`src/rtl/audio_pkg.sv`:
```
`timescale 1ns / 1ps
// Shared constants and types for the codec DAC output path.
package audio_pkg;

  localparam int   AUDIO_DATA_W = 16;
  localparam logic LEFT_LRCK    = 1'b0;

  typedef enum logic {
    S_WAIT_LR,
    S_RUN
  } ser_state_e;

endpackage

```
`src/rtl/audio_dac_serializer_fifo.sv`:
```
`timescale 1ns / 1ps
// Small synchronous sample FIFO; push/pop are pre-qualified by the caller.
module sample_fifo #(
  parameter int DATA_W = 16,
  parameter int DEPTH  = 4
) (
  input  logic                     i_clk,
  input  logic                     i_rst,
  input  logic                     i_push,
  input  logic signed [DATA_W-1:0] i_wdata,
  input  logic                     i_pop,
  output logic signed [DATA_W-1:0] o_rdata,
  output logic                     o_full,
  output logic                     o_empty,
  output logic [$clog2(DEPTH):0]   o_count
);

  localparam int AW = $clog2(DEPTH);
  localparam int CW = AW + 1;

  logic signed [DATA_W-1:0] mem [DEPTH];
  logic [AW-1:0]            wr_ptr;
  logic [AW-1:0]            rd_ptr;

  always_ff @(posedge i_clk) begin
    if (i_push) mem[wr_ptr] <= i_wdata;
  end

  // Pointers wrap naturally because DEPTH is a power of two.
  always_ff @(posedge i_clk or posedge i_rst) begin
    if (i_rst) begin
      wr_ptr  <= '0;
      rd_ptr  <= '0;
      o_count <= '0;
    end else begin
      if (i_push) wr_ptr <= wr_ptr + 1'b1;
      if (i_pop)  rd_ptr <= rd_ptr + 1'b1;
      case ({i_push, i_pop})
        2'b10:   o_count <= o_count + 1'b1;
        2'b01:   o_count <= o_count - 1'b1;
        default: o_count <= o_count;
      endcase
    end
  end

  assign o_rdata = mem[rd_ptr];
  assign o_full  = (o_count == CW'(DEPTH));
  assign o_empty = (o_count == '0);

endmodule

```
`src/rtl/audio_dac_serializer.sv`:
```
`timescale 1ns / 1ps
// I2S DAC serializer: buffers mono samples and shifts them MSB-first into both
// channel slots, slaved to the codec's BCLK/DACLRCK.
module audio_dac_serializer
  import audio_pkg::*;
#(
  parameter int DATA_W   = AUDIO_DATA_W,
  parameter int DEPTH    = 4,
  parameter int SYNC_STG = 2
) (
  input  logic                     i_clk,
  input  logic                     i_rst,
  input  logic                     i_valid,
  input  logic signed [DATA_W-1:0] i_data,
  input  logic                     i_mute,
  input  logic                     i_bclk,
  input  logic                     i_daclrck,
  output logic                     o_dacdat,
  output logic [$clog2(DEPTH):0]   o_fifo_count,
  output logic                     o_overflow,
  output logic                     o_underflow
);

  localparam int               CNT_W    = $clog2(DATA_W + 1);
  localparam logic [CNT_W-1:0] CNT_IDLE = CNT_W'(DATA_W);

  logic [SYNC_STG-1:0]      bclk_sync_p0;
  logic [SYNC_STG-1:0]      lrck_sync_p0;
  logic                     bclk_p1;
  logic                     lrck_p1;
  logic                     bclk_s;
  logic                     lrck_s;
  logic                     bclk_fall;
  logic                     lr_edge;
  logic                     left_edge;
  logic                     shift_en;
  ser_state_e               state_q;
  ser_state_e               state_d;
  logic                     fifo_full;
  logic                     fifo_empty;
  logic                     pop_ok;
  logic                     push_ok;
  logic                     ovf;
  logic signed [DATA_W-1:0] fifo_rdata;
  logic signed [DATA_W-1:0] load_word;
  logic signed [DATA_W-1:0] held_word_p2;
  logic signed [DATA_W-1:0] shreg_p2;
  logic [CNT_W-1:0]         bit_cnt_p2;

  // Stage p0/p1: synchronise codec clocks, keep previous value for edge detect
  always_ff @(posedge i_clk or posedge i_rst) begin
    if (i_rst) begin
      bclk_sync_p0 <= '0;
      lrck_sync_p0 <= '0;
      bclk_p1      <= 1'b0;
      lrck_p1      <= 1'b0;
    end else begin
      bclk_sync_p0 <= SYNC_STG'({bclk_sync_p0, i_bclk});
      lrck_sync_p0 <= SYNC_STG'({lrck_sync_p0, i_daclrck});
      bclk_p1      <= bclk_s;
      lrck_p1      <= lrck_s;
    end
  end

  assign bclk_s    = bclk_sync_p0[SYNC_STG-1];
  assign lrck_s    = lrck_sync_p0[SYNC_STG-1];
  assign bclk_fall = bclk_p1 & ~bclk_s;
  assign lr_edge   = lrck_s ^ lrck_p1;
  assign left_edge = lr_edge & (lrck_s == LEFT_LRCK);
  // An LR edge owns its coincident BCLK fall: that fall becomes the I2S delay bit.
  assign shift_en  = bclk_fall & ~lr_edge & (state_q == S_RUN);

  assign pop_ok    = left_edge & ~fifo_empty;
  assign push_ok   = i_valid & (~fifo_full | pop_ok);
  assign ovf       = i_valid & fifo_full & ~pop_ok;
  assign load_word = pop_ok ? fifo_rdata : held_word_p2;

  sample_fifo #(
    .DATA_W (DATA_W),
    .DEPTH  (DEPTH)
  ) u_fifo (
    .i_clk   (i_clk),
    .i_rst   (i_rst),
    .i_push  (push_ok),
    .i_wdata (i_data),
    .i_pop   (pop_ok),
    .o_rdata (fifo_rdata),
    .o_full  (fifo_full),
    .o_empty (fifo_empty),
    .o_count (o_fifo_count)
  );

  always_ff @(posedge i_clk or posedge i_rst) begin
    if (i_rst) state_q <= S_WAIT_LR;
    else       state_q <= state_d;
  end

  always_comb begin
    state_d = state_q;
    if (state_q == S_WAIT_LR && lr_edge) state_d = S_RUN;
  end

  // Stage p2: held word, shift register and serial output
  always_ff @(posedge i_clk or posedge i_rst) begin
    if (i_rst) begin
      held_word_p2 <= '0;
      shreg_p2     <= '0;
      bit_cnt_p2   <= CNT_IDLE;
      o_dacdat     <= 1'b0;
      o_overflow   <= 1'b0;
      o_underflow  <= 1'b0;
    end else begin
      o_overflow  <= ovf;
      o_underflow <= left_edge & fifo_empty;
      if (lr_edge) begin
        if (pop_ok) held_word_p2 <= fifo_rdata;
        shreg_p2   <= i_mute ? '0 : load_word;
        bit_cnt_p2 <= '0;
        o_dacdat   <= 1'b0;
      end else if (shift_en) begin
        if (bit_cnt_p2 < CNT_IDLE) begin
          o_dacdat   <= shreg_p2[DATA_W-1];
          shreg_p2   <= {shreg_p2[DATA_W-2:0], 1'b0};
          bit_cnt_p2 <= bit_cnt_p2 + 1'b1;
        end else begin
          o_dacdat   <= 1'b0;
        end
      end
    end
  end

endmodule

```
`config.mk`:
```
export PLATFORM = sky130hd
export DESIGN_NAME = audio_dac_serializer
export DESIGN_NICKNAME = d
export VERILOG_FILES = /design/src/rtl/audio_pkg.sv /design/src/rtl/audio_dac_serializer_fifo.sv /design/src/rtl/audio_dac_serializer.sv
export SDC_FILE = /design/constraint.sdc
export NUM_CORES = 1
export LEC_CHECK = 0
export ABC_AREA = 1
export BUFFER_PORTS_ARGS = -buffer_cell sky130_fd_sc_hd__buf_4
export CORE_ASPECT_RATIO = 0.7
export CORE_MARGIN = 8
export CORE_UTILIZATION = 63
export CTS_BUF_LIST = sky130_fd_sc_hd__clkbuf_2 sky130_fd_sc_hd__clkbuf_4 sky130_fd_sc_hd__clkbuf_8
export DETAILED_ROUTE_END_ITERATION = 16
export GPL_ROUTABILITY_DRIVEN = 0
export PLACE_DENSITY_LB_ADDON = 0.05
export SETUP_SLACK_MARGIN = 0.4
export SLEW_MARGIN = 20
export SYNTH_ARGS = -nofsm -noshare
export SYNTH_HDL_FRONTEND = slang
export SYNTH_SLANG_ARGS = --single-unit
```
`constraint.sdc`:
```
create_clock -name i_clk -period 2.7 [get_ports i_clk]
set_input_delay 0.405 -clock i_clk [delete_from_list [all_inputs] [get_ports i_clk]]
set_output_delay 0.405 -clock i_clk [all_outputs]
set_load 0.01 [all_outputs]
```
# Word level (Yosys, flattened, before mapping)
# Memories as Yosys holds them, arrays and structs flattened.
# Index checks and enable logic that the tools add are counted.
[word_totals] n_memories=1 output_inout_bits=6 input_bits=22 reg_bits=54 mem_bits_rw=64
[memory_table] memory="u_fifo.mem" depth=4 word_bits=16 rd=1 rd_clocked_by_memory_dff=0 wr=1 line_no="audio_dac_serializer_fifo.sv:21" text="logic signed [DATA_W-1:0] mem [DEPTH];"
[op_classes] bitwise_logic=18 n_reduce_logical=6 n_mux=14 add_sub_neg=5 n_lt_le_gt_ge=1 eq_ne=3
[op_table] operator="$mux W16" count=5
[op_table] operator="$mux W5" count=3
[op_table] operator="$and A1 B1 Y1" count=9
[op_table] operator="$not A1 Y1" count=7
[op_table] operator="$pmux W3 S2" count=1
[op_table] operator="$reduce_bool A2 Y1" count=3
[op_table] operator="$add A5 B1 Y5 const B" count=1
[op_table] operator="$lt A5 B5 Y1 const B" count=1
[op_table] operator="$mux W1" count=5
[op_table] operator="$add A2 B1 Y2 const B" count=2
[op_table] operator="$add A3 B1 Y3 const B" count=1
[op_table] operator="$eq A3 B3 Y1 const B" count=1
[op_table] operator="$logic_not A3 Y1" count=1
[op_table] operator="$sub A3 B1 Y3 const B" count=1
[op_table] operator="$eq A2 B1 Y1 const B" count=1
[op_table] operator="$eq A2 B2 Y1 const B" count=1
[op_table] operator="$reduce_and A2 Y1" count=1
[op_table] operator="$logic_and A1 B1 Y1" count=1
[op_table] operator="$or A1 B1 Y1" count=1
[op_table] operator="$xor A1 B1 Y1" count=1

# Logic depth before layout (Yosys ltp)
# Gate-level depths: netlist of run 1.
[depth] depth_word=7 mapped_depth=11 depth_no_buf=11

# By module
# Synthesis of run 1 repeated with hierarchy kept, for this count alone.
[unflattened] hier_cells=486 area_unflattened_um2=5426.5
[modules_own_cells] mod="sample_fifo" n_inst=1 cells_each=236 area_each_um2=3228.1
[modules_own_cells] mod="audio_dac_serializer" n_inst=1 cells_each=250 area_each_um2=2198.4

# Worst setup path before layout of run 1
# No wires, ideal clock.
[synth_timing] kind="register -> register" startpoint="register lrck_sync_p0[1]" endpoint="memory u_fifo.mem[0][0] (enable)" setup_time_ns=0.389 slack_ns=0.671 period_less_slack_ns=2.029 path_buffers=0 arrival_time_ns=1.641 path_stages_with_launch=7 cell_sequence="dfrtp_1 inv_1 ha_1 inv_1 nand3_1 nand2_1 nor2_1"
[synth_via] elab_chain_cells=7 word_cells_on_any_way=8
[synth_lines] element="start: declaration" line_no="audio_dac_serializer.sv:28" text="logic [SYNC_STG-1:0] lrck_sync_p0;"
[synth_lines] element="start signal: assignment" line_no="audio_dac_serializer.sv:59" text="lrck_sync_p0 <= SYNC_STG'({lrck_sync_p0, i_daclrck});"
[synth_lines] element="$xor A1 B1 Y1 or $not A1 Y1 (tied branches)" line_no="audio_dac_serializer.sv:68, audio_dac_serializer.sv:69"
[synth_lines] element="$and A1 B1 Y1 (*)" line_no="audio_dac_serializer.sv:69" text="assign left_edge = lr_edge & (lrck_s == LEFT_LRCK);"
[synth_lines] element="$and A1 B1 Y1 (*)" line_no="audio_dac_serializer.sv:73" text="assign pop_ok = left_edge & ~fifo_empty;"
[synth_lines] element="$or A1 B1 Y1 (*)" line_no="audio_dac_serializer.sv:74" text="assign push_ok = i_valid & (~fifo_full | pop_ok);"
[synth_lines] element="$and A1 B1 Y1 (*)" line_no="audio_dac_serializer.sv:74"
[synth_lines] element="$mux W1 (*)" line_no="audio_dac_serializer_fifo.sv:26" text="if (i_push) mem[wr_ptr] <= i_wdata;"
[synth_lines] element="$mux W1 (not written as such) (*)" line_no="audio_dac_serializer_fifo.sv:26"
[synth_lines] element="end: declaration" line_no="audio_dac_serializer_fifo.sv:21"
# Mark *: on every way between the ends. The rest lies on a longest branch, timed or not.

# Worst setup path in the final report of run 1
[layout_timing] startpoint="register lrck_sync_p0[1]" endpoint="register u_fifo.o_count[2]"
[layout_via] elab_chain_cells=7 word_cells_on_any_way=10
[layout_lines] element="$xor A1 B1 Y1 or $not A1 Y1 (tied branches)" line_no="audio_dac_serializer.sv:68, audio_dac_serializer.sv:69"
[layout_lines] element="$and A1 B1 Y1 (*)" line_no="audio_dac_serializer.sv:69"
[layout_lines] element="$and A1 B1 Y1 (*)" line_no="audio_dac_serializer.sv:73"
[layout_lines] element="$or A1 B1 Y1" line_no="audio_dac_serializer.sv:74"
[layout_lines] element="$and A1 B1 Y1" line_no="audio_dac_serializer.sv:74"
[layout_lines] element="$eq A2 B1 Y1 or $eq A2 B2 Y1 (tied branches)" line_no="audio_dac_serializer_fifo.sv:38" text="case ({i_push, i_pop})"
[layout_lines] element="$pmux W3 S2 or $reduce_bool A2 Y1 (tied branches)"
[layout_lines] element="end signal: assignment" line_no="audio_dac_serializer_fifo.sv:39" text="2'b10: o_count <= o_count + 1'b1;"
[layout_lines] element="end signal: assignment" line_no="audio_dac_serializer_fifo.sv:40" text="2'b01: o_count <= o_count - 1'b1;"
[layout_lines] element="end signal: assignment" line_no="audio_dac_serializer_fifo.sv:41" text="default: o_count <= o_count;"
[layout_lines] element="end: declaration" line_no="audio_dac_serializer_fifo.sv:15" text="output logic [$clog2(DEPTH):0] o_count"
# Marks and branches as above.
# A chain may end at the register's enable or synchronous reset.

==> results of run 1 <==
[cell usage after synthesis (all sizes together)]
cell | instances | area [um2]
ha | 7 | 87.6
edfxtp | 64 | 1920
clkbuf | 4 | 25.0
nand4 | 3 | 18.8
nand3 | 62 | 370
fa | 1 | 20.0
xnor2 | 1 | 8.76
buf | 14 | 101
nand2 | 139 | 542
o31ai | 1 | 7.51
inv | 83 | 317
xor2 | 6 | 52.6
a21oi | 15 | 75.1
dfrtp | 53 | 1330
or2 | 1 | 6.26
o21ai | 26 | 130
o21bai | 7 | 52.6
clkinv | 1 | 3.75
nor2 | 22 | 87.6
dfstp | 1 | 26.3
[critical path: cells and delay by family, from the launching register on]
family / cells / cell delay, ps
adders and majority gates: 3 / 770
DFF: 1 / 350
xor gates and xnor gates: 1 / 160
and+or+nand+nor: 2 / 270
AOI/OAI and AO/OA: 2 / 260
buffers and inverters: 3 / 200
[cells by family after synthesis]
group | Yosys count | share of synthesized area, %
flip-flops | 118 | 63.2
adder cells (fa/ha/maj) | 8 | 2.08
XOR/XNOR | 7 | 1.18
buffers and inverters | 102 | 8.62
AND/OR/NAND/NOR | 227 | 19.8
AO/OA/AOI/OAI | 49 | 5.12
[sequential cells by signal, summed over array words and instances, names as in the netlist]
name            flops
u_fifo.rd_ptr       2
u_fifo.o_count      3
held_word_p2       16
u_fifo.wr_ptr       2
lrck_p1             1
bit_cnt_p2          5
state_q             1
bclk_p1             1
u_fifo.mem         64
bclk_sync_p0        2
o_underflow         1
o_dacdat            1
o_overflow          1
shreg_p2           16
lrck_sync_p0        2
[worst max-delay path by stage]
stage	slack, ps	end	cells after the start	startpoint
floorplan	670	u_fifo.mem[0][0]	6	lrck_sync_p0[1]
global placement	550	u_fifo.o_count[2]	11	lrck_sync_p0[1]
detailed placement	490	u_fifo.o_count[2]	11	lrck_sync_p0[1]
CTS	480	u_fifo.o_count[2]	11	lrck_sync_p0[1]
global route	400	u_fifo.o_count[2]	10	lrck_sync_p0[1]
finish	570	u_fifo.o_count[2]	11	lrck_sync_p0[1]
[metal layers]
| metal | GRT usage, % | share of wire, % | up-vias |
|---|---|---|---|
| li1 | - | - | 1717 |
| met1 | 23.8 | 47 | 1603 |
| met2 | 28.1 | 46 | 95 |
| met3 | 6.84 | 5.1 | 13 |
| met4 | 7.09 | 1.4 | 0 |
| met5 | 0 | 0 | - |
[final cells by class]
type,instances,area [um2]
flip-flops and latches,118,3270
fillers,550,2060
multi-input cells,291,1470
inverters,84,328
repair buffers,37,278
clock buffers,18,241
clock inverters,14,164
well taps,101,126
[report_power, final]
| group | switching, mW | internal [mW] | total (mW) |
|---|---|---|---|
| sequential | 0.145 | 2.34 | 2.48 |
| combinational | 1.06 | 0.509 | 1.57 |
| clock | 0.676 | 0.990 | 1.67 |
[metrics by stage]
stage | hold slack (ps) | power, mW
after global placement | 333 | 4.01
after floorplan | 331 | 3.67
after detailed placement | 336 | 4.08
after CTS | 39.1 | 5.75
after global routing | 37.5 | 6.06
final | 44.4 | 5.72
==> summary.txt, run 1 <==
vias per std cell - 5.17
IO buf count - 27
Ports - 28
Critical Path Most Common Cell - inv_1
pins over their slew limit - 0
maximum fanout along the worst path - 8
grt ovf - 0
Finished Cell Area - 0.00588 mm2
final worst-path cycle share - 78.8%
Tightest Pin Transition - 604 ps
Tmin final - 2130 ps
Row Count - 27
share of cells above drive strength 1 - 16.0%
max incr delay on CP - 390 ps
CTS Hold Bufs - 0
P_leak - 2.75 nW
vias in the first global route - 3392
CP Data Required Time - 3010 ps
HPWL Detailed - 6420 um
most frequent cells in the layout - nand2_1, inv_1, edfxtp_1
initial antenna violation count - 0
DRC violations left - 0
setup tns final - 0 ps
final WL - 9890 um
CP startpoint kind - flip-flop
Cell Area, Synth - 0.00518 mm2
Die ar. - 0.0114 mm2
RSZ-0062 raised after global routing - false
max_cap viols - 0
Worst R2R End - u_fifo.o_count[2]
clk_skew - 11.0 ps
final core occ - 74.0%
WS Path Type - flip-flop to flip-flop
Resized cells post-CTS - 0
Post-CTS Setup Inserts - 0
net count after synthesis - 541
GRT Resource Usage Total - 18.5%
Die Y - 91.9 um
number of synthesized register bits - 118
fin cells - 663
clk_lat worst skew - 440 ps
DRT iter0 DRCs - 297
largest net degree at the start of global routing - 35
Fin. Hold Viols - 0
WL/cell - 14.9 um
most common cell after layout, fill and taps aside - nand2_1
clk buf depth - 2
Syn Area/Cell - 10.1 um2
Core Box Area - 0.00794 mm2
Die X - 124 um
post-synth cell types - 31
global-route wire length before repair - 16500 um
Post-Synthesis Cells - 511
worst vdd ir - 0.000796 V
Rel. slew slack - 59.7%
Placed Area - 0.00546 mm2
Slowest-stage cell, CP - fa_1
Setup WS pre-CTS - 493 ps
CTS buffer count - 17
Fmax - 0.470 GHz
clock sinks - 118
clk slew on worst S/H paths - 70 ps
cells along the critical path - inv_1 -> ha_1 -> inv_1 -> nand3_1 -> nand2_4 -> ha_1 -> inv_1 -> fa_1 -> a21oi_1 -> o21ai_0 -> xor2_1
CTS tree - done
PD cells - 973 mW/mm2
dpl cells - 631
Pre-Repair DR Iteration Count - 4
outcome - finished clean
Post-DRT Antenna Nets - 0
Initial Utilization - 65.2%
CTS H-tree lvls - 4
ANT cells - 0
Yosys Warn Count - 0
Hold Path Class - input port to asynchronous set/reset pin
reg2reg start - lrck_sync_p0[1]
Final setup viols - 0
r2r setup slk - 570 ps
Worst EP arrival - 2440 ps
final setup margin - 572 ps
sequential area share after synthesis - 63.2%
nets@finish - 579
area grow syn2layout - 13.5%
Worst Setup End Kind - flip-flop
clock root buffer - clkbuf_8
Reg2Reg Depth - 11
total number of vias - 3428
Note: power is estimated with default switching activity, not from simulation.
==> run 2: changes to the inputs <==
- clock period: 2.7 -> 2.13 ns (I/O delays scaled with it)
==> run 2 against run 1 <==
Highest routed layer unchanged; flip-flop and latch count unchanged; final area up 0.96%; clock-buffer cell count up 6; die area unchanged; first-iteration DRC count down 10%; core utilization up 0.71 points; combinational power up 32%; non-clock buffer count up 7; final cell count up 1.1%; critical path depth unchanged.
==> summary.txt, run 2 (synthesized netlist as in run 1, its figures left out) <==
RSZ-0062 raised after global routing - true
final WL - 10000 um
area grow syn2layout - 14.6%
maximum fanout along the worst path - 3
initial antenna violation count - 0
DRT iter0 DRCs - 267
HPWL Detailed - 6200 um
Hold Crit Start - i_data[2]
GRT Resource Usage Total - 18.2%
Die ar. - 0.0114 mm2
Fmax - 0.545 GHz
Worst Setup SP - lrck_sync_p0[1]
setup tns final - 0 ps
vias per std cell - 5.21
Fill cells - 559
Hold Worst Slack - 98.8 ps
Pre-Repair DR Iteration Count - 4
vias in the first global route - 3417
Final setup viols - 0
max incr delay on CP - 350 ps
Placed Area - 0.00550 mm2
Post-DRT Antenna Nets - 0
fin cells - 670
Tmin final - 1840 ps
most common cell after layout, fill and taps aside - nand2_1
Initial Utilization - 65.2%
most frequent cells in the layout - nand2_1, inv_1, edfxtp_1
clk buf depth - 2
Die Y - 91.9 um
DRC violations left - 0
clk_lat worst skew - 420 ps
clock sinks - 118
Fin. Hold Viols - 0
WL/cell - 14.9 um
share of cells above drive strength 1 - 18.8%
Largest register FFs - 64
CP Data Required Time - 2440 ps
nets@finish - 586
ANT cells - 0
Worst Setup End Kind - flip-flop
P_leak - 2.75 nW
CTS H-tree lvls - 4
Worst EP arrival - 2140 ps
Top Registers - u_fifo.mem x64, held_word_p2 x16, shreg_p2 x16
cells along the critical path - inv_1 -> ha_4 -> inv_4 -> nand3_4 -> nand2_4 -> ha_4 -> inv_4 -> fa_2 -> a21oi_2 -> o21ai_1 -> xor2_1
Hold Path Class - input port to flip-flop
final core occ - 74.8%
Die X - 124 um
clk_skew - 8.90 ps
dpl cells - 630
Top reg by flops - u_fifo.mem
outcome - finished clean
CTS tree - done
clock root buffer - clkbuf_8
Core Box Area - 0.00794 mm2
Top delay family on crit path - adder cells
reg2reg start - lrck_sync_p0[1]
Ports - 28
total number of vias - 3489
critical path buffer and inverter count - 3
grt ovf - 0
Rel. slew slack - 63.3%
max_cap viols - 0
Slowest-stage cell, CP - dfrtp_1
Tightest Pin Transition - 549 ps
PD cells - 1170 mW/mm2
global-route wire length before repair - 16500 um
clk slew on worst S/H paths - 60 ps
WS Path Type - flip-flop to flip-flop
largest net degree at the start of global routing - 55
Finished Cell Area - 0.00593 mm2
IO buf count - 27
worst vdd ir - 0.00101 V
CP startpoint kind - flip-flop
pins over their slew limit - 0
Row Count - 27
CTS buffer count - 17
final worst-path cycle share - 86.2%
## run 2: changes by cell type in the layout (fill, tap and decap cells not counted), moves of 3 or more
| cell | before | now |
|---|---|---|
| nor2_1 | 20 | 16 |
| dlygate4sd3_1 | 0 | 3 |
| bufinv_16 | 4 | 0 |
| nor2_2 | 2 | 5 |
| clkbuf_4 | 1 | 7 |
## run 2: timing repair
action / CTS / global route
resized for setup: 5 / 8
endpoints found under the setup margin: 3 / 36
hold endpoints to repair: 55 / 0
pin swaps: 1 / 4
hold buffers: 3 / 0
buffers inserted: 3 / 2
## run 2: per-stage QoR
stage	power (mW)	setup slack, ps
after global routing	7.39	184
after CTS	6.92	347
after floorplan	4.69	302
after detailed placement	5.21	232
after global placement	5.13	257
final	6.93	294
## run 2: layout make-up
cell class | count | area (um2) | share of cell area, %
clock buffer | 24 | 287 | 4.83
clock inverter | 8 | 33.8 | 0.569
tap | 101 | 126 | 2.13
inverter | 84 | 328 | 5.52
sequential | 118 | 3280 | 55.2
multi-input combinational | 291 | 1530 | 25.7
timing repair buffer | 44 | 358 | 6.03
## run 2: per-layer routing
metal	part of all wire [%]	up-vias	routed length [um]	GRT usage, %
met5	0	-	0	0
met4	2.0	0	199	8.89
met3	5.2	17	516	5.52
met2	47	84	4730	28.2
met1	46	1660	4550	23.1
li1	-	1728	-	-
## run 2: power breakdown
part	total [mW]	internal [mW]	switching (mW)
logic	2.08	0.717	1.37
registers	3.19	2.97	0.222
clock network	1.66	0.866	0.793
## run 2: worst paths after layout
path                                     end  slack, ps  depth (start not counted)
min in group asynchronous    lrck_sync_p0[0]        520                          4
max in group asynchronous      bit_cnt_p2[4]       1320                          4
setup / recovery           u_fifo.o_count[2]        290                         11
setup reg to reg           u_fifo.o_count[2]        290                         11
hold reg to reg              bclk_sync_p0[1]        360                          0
hold / removal              u_fifo.mem[2][2]        100                          1
